--- src/rtl/rtc_bus_ctrl_if.sv ---
// rtc_bus_ctrl_if: request/response and RTC pad signals of the RTC bus stage
interface rtc_bus_ctrl_if;
  logic       req;
  logic       rw;
  logic [7:0] addr;
  logic [7:0] wdata;
  logic       busy;
  logic       done;
  logic [7:0] rdata;
  logic       cs_n;
  logic       ad_n;
  logic       wr_n;
  logic       rd_n;
  logic [7:0] ad_out;
  logic       ad_oe;
  logic [7:0] ad_in;
  modport master (
    output req, rw, addr, wdata, ad_in,
    input  busy, done, rdata, cs_n, ad_n, wr_n, rd_n, ad_out, ad_oe
  );
  modport slave (
    input  req, rw, addr, wdata, ad_in,
    output busy, done, rdata, cs_n, ad_n, wr_n, rd_n, ad_out, ad_oe
  );
endinterface

--- src/rtl/rtc_bus_ctrl.sv ---
// rtc_bus_ctrl: turns one register request into a timed multiplexed A/D bus cycle
module rtc_bus_ctrl #(
  parameter int unsigned T_SETUP = 4,
  parameter int unsigned T_PULSE = 10,
  parameter int unsigned T_HOLD  = 4
) (
  input logic           clk,
  input logic           reset,
  rtc_bus_ctrl_if.slave bus
);
  // counter reload values; a zero-length phase still lasts one cycle
  localparam logic [7:0] LD_SETUP = T_SETUP == 0 ? 8'd0 : 8'(T_SETUP - 1);
  localparam logic [7:0] LD_PULSE = T_PULSE == 0 ? 8'd0 : 8'(T_PULSE - 1);
  localparam logic [7:0] LD_HOLD  = T_HOLD  == 0 ? 8'd0 : 8'(T_HOLD  - 1);
  typedef enum logic [2:0] {
    IDLE, ADDR_SETUP, ADDR_STRB, ADDR_HOLD, DATA_SETUP, DATA_STRB, DATA_HOLD, DONE
  } state_t;
  state_t     state_q, state_d;
  logic [7:0] cnt_q, cnt_d, addr_q, addr_d, wdata_q, wdata_d, rdata_q, ad_out_q, ad_out_d;
  logic       rw_q, rw_d, busy_q, done_q, cs_n_q, ad_n_q, wr_n_q, rd_n_q, ad_oe_q;
  logic       accept, last, a_ph, d_ph;
  always_comb begin
    accept   = state_q == IDLE && bus.req;
    last     = cnt_q == 8'd0;
    state_d  = accept ? ADDR_SETUP :
               state_q == DONE ? IDLE :
               state_q != IDLE && last ? state_t'(state_q + 3'd1) : state_q;
    cnt_d    = state_d == state_q ? (last ? 8'd0 : cnt_q - 8'd1) :
               state_d inside {ADDR_SETUP, DATA_SETUP} ? LD_SETUP :
               state_d inside {ADDR_STRB, DATA_STRB} ? LD_PULSE :
               state_d inside {ADDR_HOLD, DATA_HOLD} ? LD_HOLD : 8'd0;
    rw_d     = accept ? bus.rw : rw_q;
    addr_d   = accept ? bus.addr : addr_q;
    wdata_d  = accept ? bus.wdata : wdata_q;
    a_ph     = state_d inside {ADDR_SETUP, ADDR_STRB, ADDR_HOLD};
    d_ph     = state_d inside {DATA_SETUP, DATA_STRB, DATA_HOLD};
    ad_out_d = a_ph ? addr_d : d_ph ? wdata_d : 8'h00;
  end
  // outputs are registered from the next state so pins change with the state
  always_ff @(posedge clk or negedge reset) begin
    if (!reset) begin
      state_q  <= IDLE;
      cnt_q    <= 8'd0;
      rw_q     <= 1'b0;
      addr_q   <= 8'h00;
      wdata_q  <= 8'h00;
      rdata_q  <= 8'h00;
      busy_q   <= 1'b0;
      done_q   <= 1'b0;
      cs_n_q   <= 1'b1;
      ad_n_q   <= 1'b1;
      wr_n_q   <= 1'b1;
      rd_n_q   <= 1'b1;
      ad_out_q <= 8'h00;
      ad_oe_q  <= 1'b0;
    end else begin
      state_q  <= state_d;
      cnt_q    <= cnt_d;
      rw_q     <= rw_d;
      addr_q   <= addr_d;
      wdata_q  <= wdata_d;
      busy_q   <= state_d != IDLE;
      done_q   <= state_d == DONE;
      cs_n_q   <= !(a_ph || d_ph);
      ad_n_q   <= !a_ph;
      wr_n_q   <= !(state_d == ADDR_STRB || (state_d == DATA_STRB && !rw_d));
      rd_n_q   <= !(state_d == DATA_STRB && rw_d);
      ad_oe_q  <= a_ph || (d_ph && !rw_d);
      ad_out_q <= ad_out_d;
      if (state_q == DATA_STRB && last && rw_q) rdata_q <= bus.ad_in;
    end
  end
  assign bus.busy   = busy_q;
  assign bus.done   = done_q;
  assign bus.rdata  = rdata_q;
  assign bus.cs_n   = cs_n_q;
  assign bus.ad_n   = ad_n_q;
  assign bus.wr_n   = wr_n_q;
  assign bus.rd_n   = rd_n_q;
  assign bus.ad_out = ad_out_q;
  assign bus.ad_oe  = ad_oe_q;
endmodule

--- src/flat_wrapper.sv ---
// flat-port wrapper written by rule: the top's interface ports become plain ports
module rtc_bus_ctrl_flat 
#(
  parameter int unsigned T_SETUP = 4,
  parameter int unsigned T_PULSE = 10,
  parameter int unsigned T_HOLD  = 4
)
  (clk, reset, bus_req, bus_rw, bus_addr, bus_wdata, bus_ad_in, bus_busy, bus_done, bus_rdata, bus_cs_n, bus_ad_n, bus_wr_n, bus_rd_n, bus_ad_out, bus_ad_oe);
  rtc_bus_ctrl_if bus_i ();
  input logic clk;
  input logic reset;
  input wire logic [$bits(bus_i.req)-1:0] bus_req;
  input wire logic [$bits(bus_i.rw)-1:0] bus_rw;
  input wire logic [$bits(bus_i.addr)-1:0] bus_addr;
  input wire logic [$bits(bus_i.wdata)-1:0] bus_wdata;
  input wire logic [$bits(bus_i.ad_in)-1:0] bus_ad_in;
  output wire logic [$bits(bus_i.busy)-1:0] bus_busy;
  output wire logic [$bits(bus_i.done)-1:0] bus_done;
  output wire logic [$bits(bus_i.rdata)-1:0] bus_rdata;
  output wire logic [$bits(bus_i.cs_n)-1:0] bus_cs_n;
  output wire logic [$bits(bus_i.ad_n)-1:0] bus_ad_n;
  output wire logic [$bits(bus_i.wr_n)-1:0] bus_wr_n;
  output wire logic [$bits(bus_i.rd_n)-1:0] bus_rd_n;
  output wire logic [$bits(bus_i.ad_out)-1:0] bus_ad_out;
  output wire logic [$bits(bus_i.ad_oe)-1:0] bus_ad_oe;
  assign bus_i.req = bus_req;
  assign bus_i.rw = bus_rw;
  assign bus_i.addr = bus_addr;
  assign bus_i.wdata = bus_wdata;
  assign bus_i.ad_in = bus_ad_in;
  assign bus_busy = bus_i.busy;
  assign bus_done = bus_i.done;
  assign bus_rdata = bus_i.rdata;
  assign bus_cs_n = bus_i.cs_n;
  assign bus_ad_n = bus_i.ad_n;
  assign bus_wr_n = bus_i.wr_n;
  assign bus_rd_n = bus_i.rd_n;
  assign bus_ad_out = bus_i.ad_out;
  assign bus_ad_oe = bus_i.ad_oe;
  rtc_bus_ctrl #(.T_SETUP(T_SETUP), .T_PULSE(T_PULSE), .T_HOLD(T_HOLD)) u_core (.clk(clk), .reset(reset), .bus(bus_i));
endmodule
--- config.mk ---
export PLATFORM = sky130hd
export DESIGN_NAME = rtc_bus_ctrl_flat
export DESIGN_NICKNAME = d
export VERILOG_FILES = /design/src/rtl/rtc_bus_ctrl_if.sv /design/src/rtl/rtc_bus_ctrl.sv /design/src/flat_wrapper.sv
export SDC_FILE = /design/constraint.sdc
export NUM_CORES = 1
export LEC_CHECK = 0
export ABC_AREA = 1
export BUFFER_PORTS_ARGS = -buffer_cell sky130_fd_sc_hd__buf_4
export CAP_MARGIN = 30
export CORE_UTILIZATION = 40
export CTS_CLUSTER_DIAMETER = 120
export CTS_CLUSTER_SIZE = 40
export DETAILED_ROUTE_END_ITERATION = 10
export MAX_ROUTING_LAYER = met4
export PLACE_DENSITY = 0.71
export SYNTH_ARGS = -nofsm -noshare
export SYNTH_HDL_FRONTEND = slang
export SYNTH_SLANG_ARGS = --single-unit
--- constraint.sdc ---
create_clock -name clk -period 2.7 [get_ports clk]
set_input_delay 0.135 -clock clk [delete_from_list [all_inputs] [get_ports clk]]
set_output_delay 0.135 -clock clk [all_outputs]
set_load 0.03 [all_outputs]
# After elaboration in Yosys (flattened, before gate mapping)
# Cells that the tools add are included.
[classes]
addsub = 2
eq_ne = 10
muxes = 13
n_reduce_logical = 24
[op_table]
columns = ["cell", "n"]
rows = [
  ["2-to-1 mux 8 bit", 8],
  ["equality test 3 bit (second input constant)", 6],
  ["nonzero test 3 bit", 4],
  ["2-to-1 mux 3 bit", 3],
  ["logical NOT 8 bit", 1],
  ["subtractor 8 x 1 -> 8 bit (second input constant)", 1],
  ["logical AND 1 bit", 7],
  ["equality test 3 x 2 -> 1 bit (second input constant)", 2],
  ["nonzero test 2 bit", 3],
  ["logical NOT 1 bit", 5],
  ["adder 3 x 1 -> 3 bit (second input constant)", 1],
  ["equality test 3 x 1 -> 1 bit (second input constant)", 1],
  ["equality test 3 bit", 1],
  ["logical NOT 3 bit", 1],
  ["logical OR 1 bit", 3],
  ["2-to-1 mux 2 bit", 1],
  ["2-to-1 mux 1 bit", 1],
]
[totals]
ff_bits = 51
input_bits = 28
out_inout_bits = 23
wordCells = 63

# Depth between registers and ports, before layout
[logic_depth]
ltp_word = 11
depth_mapped = 13
mapped_depth_nobuf = 13

# Worst setup path after synthesis
# Ideal clock, no wire load.
[synth_path]
kind = "reg-to-reg"
from = "register u_core.state_q[0]"
to = "register u_core.cnt_q[0]"
setup_time_ps = 116
arrival_time_ps = 1635
required_time_ps = 2584
path_slack_ps = 949
path_stages_with_launch = 13
n_path_buf = 0
period_less_slack_ps = 1751
path_cell_list = "dfrtp_1 ha_1 ha_1 inv_1 nand2_1 inv_2 nand2_1 nand2_1 nand2_1 nor2_8 nand2_2 nand2_1 nand2_1"
[synth_between]
elab_chain_len = 11
word_cells_on_any_way = 23
cone_classes = "1 x add/sub; 8 x eq/ne; 7 x mux; 7 x reduce/logical"
[synth_lines]
columns = ["item", "line", "rtl"]
rows = [
  ["from (decl)", "rtc_bus_ctrl.sv:18", "state_t state_q, state_d;"],
  ["from (signal assigned)", "rtc_bus_ctrl.sv:57", "state_q <= state_d;"],
  ["branches (longest 10 deep; another with adder 3 x 1 -> 3 bit)", "--", ""],
  ["2-to-1 mux 8 bit *", "rtc_bus_ctrl.sv:28", "cnt_d = state_d == state_q ? (last ? 8'd0 : cnt_q - 8'd1) :"],
  ["named net u_core.cnt_d[0]", "rtc_bus_ctrl.sv:19", "logic [7:0] cnt_q, cnt_d, addr_q, addr_d, wdata_q, wdata_d, rdata_q, ad_out_q, ad_out_d;"],
  ["to (signal assigned)", "rtc_bus_ctrl.sv:58", "cnt_q <= cnt_d;"],
  ["to (decl)", "rtc_bus_ctrl.sv:19", ""],
]
# Mark *: on every way through the listed nets, which the timed path passes.
# A chain may end at the register's enable or synchronous reset.

# Final worst setup path
[layout_path]
from = "register u_core.state_q[0]"
to = "register u_core.ad_out_q[2], in the netlist u_core.bus.ad_out[2]"
[layout_between]
elab_chain_len = 9
word_cells_on_any_way = 21
cone_classes = "1 x add/sub; 7 x eq/ne; 7 x mux; 6 x reduce/logical"
[layout_lines]
columns = ["item", "line", "rtl"]
rows = [
  ["branches (longest 4 deep; another with adder 3 x 1 -> 3 bit)", "--", ""],
  ["2-to-1 mux 3 bit *", "rtc_bus_ctrl.sv:25", "state_d = accept ? ADDR_SETUP :"],
  ["named net u_core.state_d[1]", "rtc_bus_ctrl.sv:18", ""],
  ["equality test 3 bit", "rtc_bus_ctrl.sv:36", "d_ph = state_d inside {DATA_SETUP, DATA_STRB, DATA_HOLD};"],
  ["nonzero test 3 bit", "rtc_bus_ctrl.sv:36", ""],
  ["2-to-1 mux 8 bit", "rtc_bus_ctrl.sv:37", "ad_out_d = a_ph ? addr_d : d_ph ? wdata_d : 8'h00;"],
  ["2-to-1 mux 8 bit *", "rtc_bus_ctrl.sv:37", ""],
  ["named net u_core.ad_out_d[2]", "rtc_bus_ctrl.sv:19", ""],
  ["to (signal assigned)", "rtc_bus_ctrl.sv:69", "ad_out_q <= ad_out_d;"],
  ["to (decl)", "rtc_bus_ctrl.sv:19", ""],
]
# Marks and branches as above.

==> results_dict.tcl <==
set metrics [dict create \
    fillerInstances 504 \
    hold_path_class "in2reg" \
    most-common-layout-cells "buf_4 (51), dfrtp_1 (47), nand2_1 (43)" \
    synthMuxAreaShare_pct 12.0 \
    timing.rr.start "u_core.state_q[0]$_DFF_PN0_" \
    finalWirelength_mm 4.16 \
    setup_viol 0 \
    synthSimpleGateAreaFrac_pct 23.9 \
    io_buffer_count 50 \
    grt_pass1_wl_mm 7.18 \
    synth_compound_area_share_pct 0.638 \
    r2r_slack_ns 0.78 \
    worstPathCellList "ha_1 > ha_1 > inv_1 > nand2_1 > inv_2 > nand3_2 > inv_2 > nand2_2 > nand2_2 > clkinv_2 > nand2_1 > nand2_1" \
    fin_crit_sh_pct 71.0 \
    critPathMaxFanout 8 \
    route.detailed.drc 0 \
    worst_ep_arrival_time_ns 2.12 \
    final_area_um2 2920 \
    worstPathRequired_ns 2.90 \
    synth_top_family_by_area "simple AND/OR/NAND/NOR gates" \
    synth.avg_cell_area_um2 11.3 \
    root_buffer "clkbuf_8" \
    grt_start_max_net_pins 52 \
    nets 300 \
    endpoint_kind "flop" \
    fin_worst_skew_ns 0.00697 \
    crit_path_max_incr_delay_ns 0.45 \
    power_density_nw_per_um2 1440 \
    drv_slew 0 \
    hpwl_mm 3.01 \
    fin_tns_setup_ns 0 \
    worstHoldEndpoint "u_core.bus.rdata[6]$_DFFE_PN0P_" \
    cts_buffers 5 \
    routed_via_density 4.68 \
    synth.net_count 243 \
    ys_seq_area_share_pct 54.4 \
    crit_family "simple AND/OR/NAND/NOR gates" \
    postSynthCellCount 209 \
    n_antenna_cell 0 \
    r2r_cells 12 \
    die_w_um 78.7 \
    start_util_pct 42.2 \
    die_height_um 78.7 \
    crit_type "reg2reg" \
    ys_types 26 \
    clock_latency_ns 0.30 \
    worstMarginPinSlew_ns 0.616 \
    place_area_um2 2820 \
    ys_warn_count 0 \
    cts_tree "built" \
    grt.total_usage_pct 15.3 \
    hold_path_depth 2 \
    cts_max_path_buffers 2 \
    rsz0062_at_grt "false" \
    leakagePower_nw 1.46 \
    max-vdd-ir-drop_mv 0.765 \
    cp_slowest_cell "dfrtp_1" \
    drtPass1Iterations 4 \
    slew_headroom_pct 58.9 \
    crit_top_cell "nand2_1" \
    avgRoutedWirePerCell_um 12.3 \
    num_io_pins 51 \
    synth_fa_ha_area_share_pct 3.19 \
    core_um2 5570 \
    syn_area_um2 2350 \
    placementRows 27 \
    dieArea_um2 6190 \
    postCtsResizedCells 0 \
    drive_above_1_share_pct 48.3 \
    max_freq_mhz 522 \
    cts.sinks 51 \
    place_congestion 0.832 \
    status "completed" \
    cts_max_level 2 \
    overflow 0 \
    cp-start-kind "flop" \
    hp-start "bus_ad_in[6]" \
    maxCapViolCount 0 \
    ys_ff_latch 51 \
    fin_ws_ns 0.783 \
    ant_nets 0 \
    drtIter0Drc 43 \
    clk_pin_slew_ns 0.09 \
    syn_to_final_growth_pct 24.1 \
    final_common_cell "buf_4" \
    r2r-end "u_core.bus.ad_out[2]$_DFF_PN0_" \
    antenna_found_initial 0 \
    worst-path-buf-inv 4 \
    vias 1585 \
    yosys.area_share.xor_xnor_pct 2.23 \
    hold_viol 0 \
    grt_pass1_vias 1647 \
    dp_slack_ns 0.782 \
    min_period_ns 1.92 \
]
==> per-layer routing <==
| metal | GRT usage, % | up-vias | part of all wire, % |
|---|---|---|---|
| li1 | - | 781 | - |
| met1 | 18.4 | 762 | 45 |
| met3 | 3.22 | 6 | 4.3 |
| met4 | 4.44 | 0 | 1.5 |
| met5 | - | - | 0 |
| met2 | 26.0 | 36 | 49 |
==> what timing repair did <==
action / in CTS / in global routing
setup buffers: 0 / 0
hold buffers: 1 / 0
endpoints found under the hold margin: 47 / 0
endpoints found under the setup margin: 0 / 0
==> layout make-up <==
class,count,area (µm²),area share (%)
clock buffer,7,86.3,2.96
clock inverter,1,8.76,0.300
inverter,20,76.3,2.61
multi-input combinational,136,986,33.7
sequential,51,1280,43.9
tap,72,90.1,3.08
timing repair buffer,52,393,13.4
==> cells in the mapped netlist (all sizes together) <==
cell	instances	share of area [%]
xnor2	2	0.74
dfrtp	47	50
nor2	17	4.6
o21ai	3	0.64
inv	19	3.0
buf	2	0.43
mux2	25	12
clkinv	1	0.21
dfstp	4	4.5
nand3b	1	0.32
nand4	4	1.3
xor2	4	1.5
nand2	56	11
nor3	2	0.43
nand3	16	6.3
ha	6	3.2
==> power by group <==
| part | internal [W] | switching (W) | leakage, nW | total [W] |
|---|---|---|---|---|
| Sequential | 0.00116 | 0.000173 | 0.615 | 0.00133 |
| Combinational | 0.000904 | 0.00153 | 0.792 | 0.00243 |
| Clock | 0.000210 | 0.000247 | 0.0484 | 0.000458 |
==> how the worst max path moves through the flow <==
stage / start / end / slack [ns] / cells after the start
floorplan: u_core.state_q[0]$_DFF_PN0_ / u_core.cnt_q[0]$_DFF_PN0_ / 0.95 / 12
global placement: u_core.state_q[0]$_DFF_PN0_ / u_core.bus.wr_n$_DFF_PN1_ / 0.79 / 7
detailed placement: u_core.state_q[0]$_DFF_PN0_ / u_core.bus.ad_out[2]$_DFF_PN0_ / 0.78 / 12
CTS: u_core.state_q[0]$_DFF_PN0_ / u_core.bus.ad_oe$_DFF_PN0_ / 0.77 / 6
global route: u_core.state_q[0]$_DFF_PN0_ / u_core.bus.ad_out[0]$_DFF_PN0_ / 0.57 / 12
finish: u_core.state_q[0]$_DFF_PN0_ / u_core.bus.ad_out[2]$_DFF_PN0_ / 0.78 / 12
==> registers in the layout, indices dropped and copies added (netlist names), 3 cells and up <==
register	cells
u_core.addr_q	8
u_core.bus.ad_out	8
u_core.bus.rdata	8
u_core.cnt_q	8
u_core.wdata_q	8
u_core.state_q	3
==> per-stage QoR <==
stage | utilization (%) | total power (W) | hold WS (ns) | instances
floorplan | - | 0.00318 | -0.161 | 209
global placement | 50.5 | 0.00376 | 0.199 | 330
finish | 52.4 | 0.00422 | 0.0598 | 339
CTS | 52.4 | 0.00427 | 0.0555 | 339
global route | 52.4 | 0.00456 | 0.0522 | 339
detailed placement | 50.5 | 0.00381 | 0.196 | 330
==> cells by family after synthesis <==
group | Yosys count
AOI/OAI and AO/OA | 3
xor gates and xnor gates | 6
adders and majority gates | 6
buffers and inverters | 22
DFF | 51
muxes | 25
and+or+nand+nor | 96
Power figures use the tool's default switching activity.
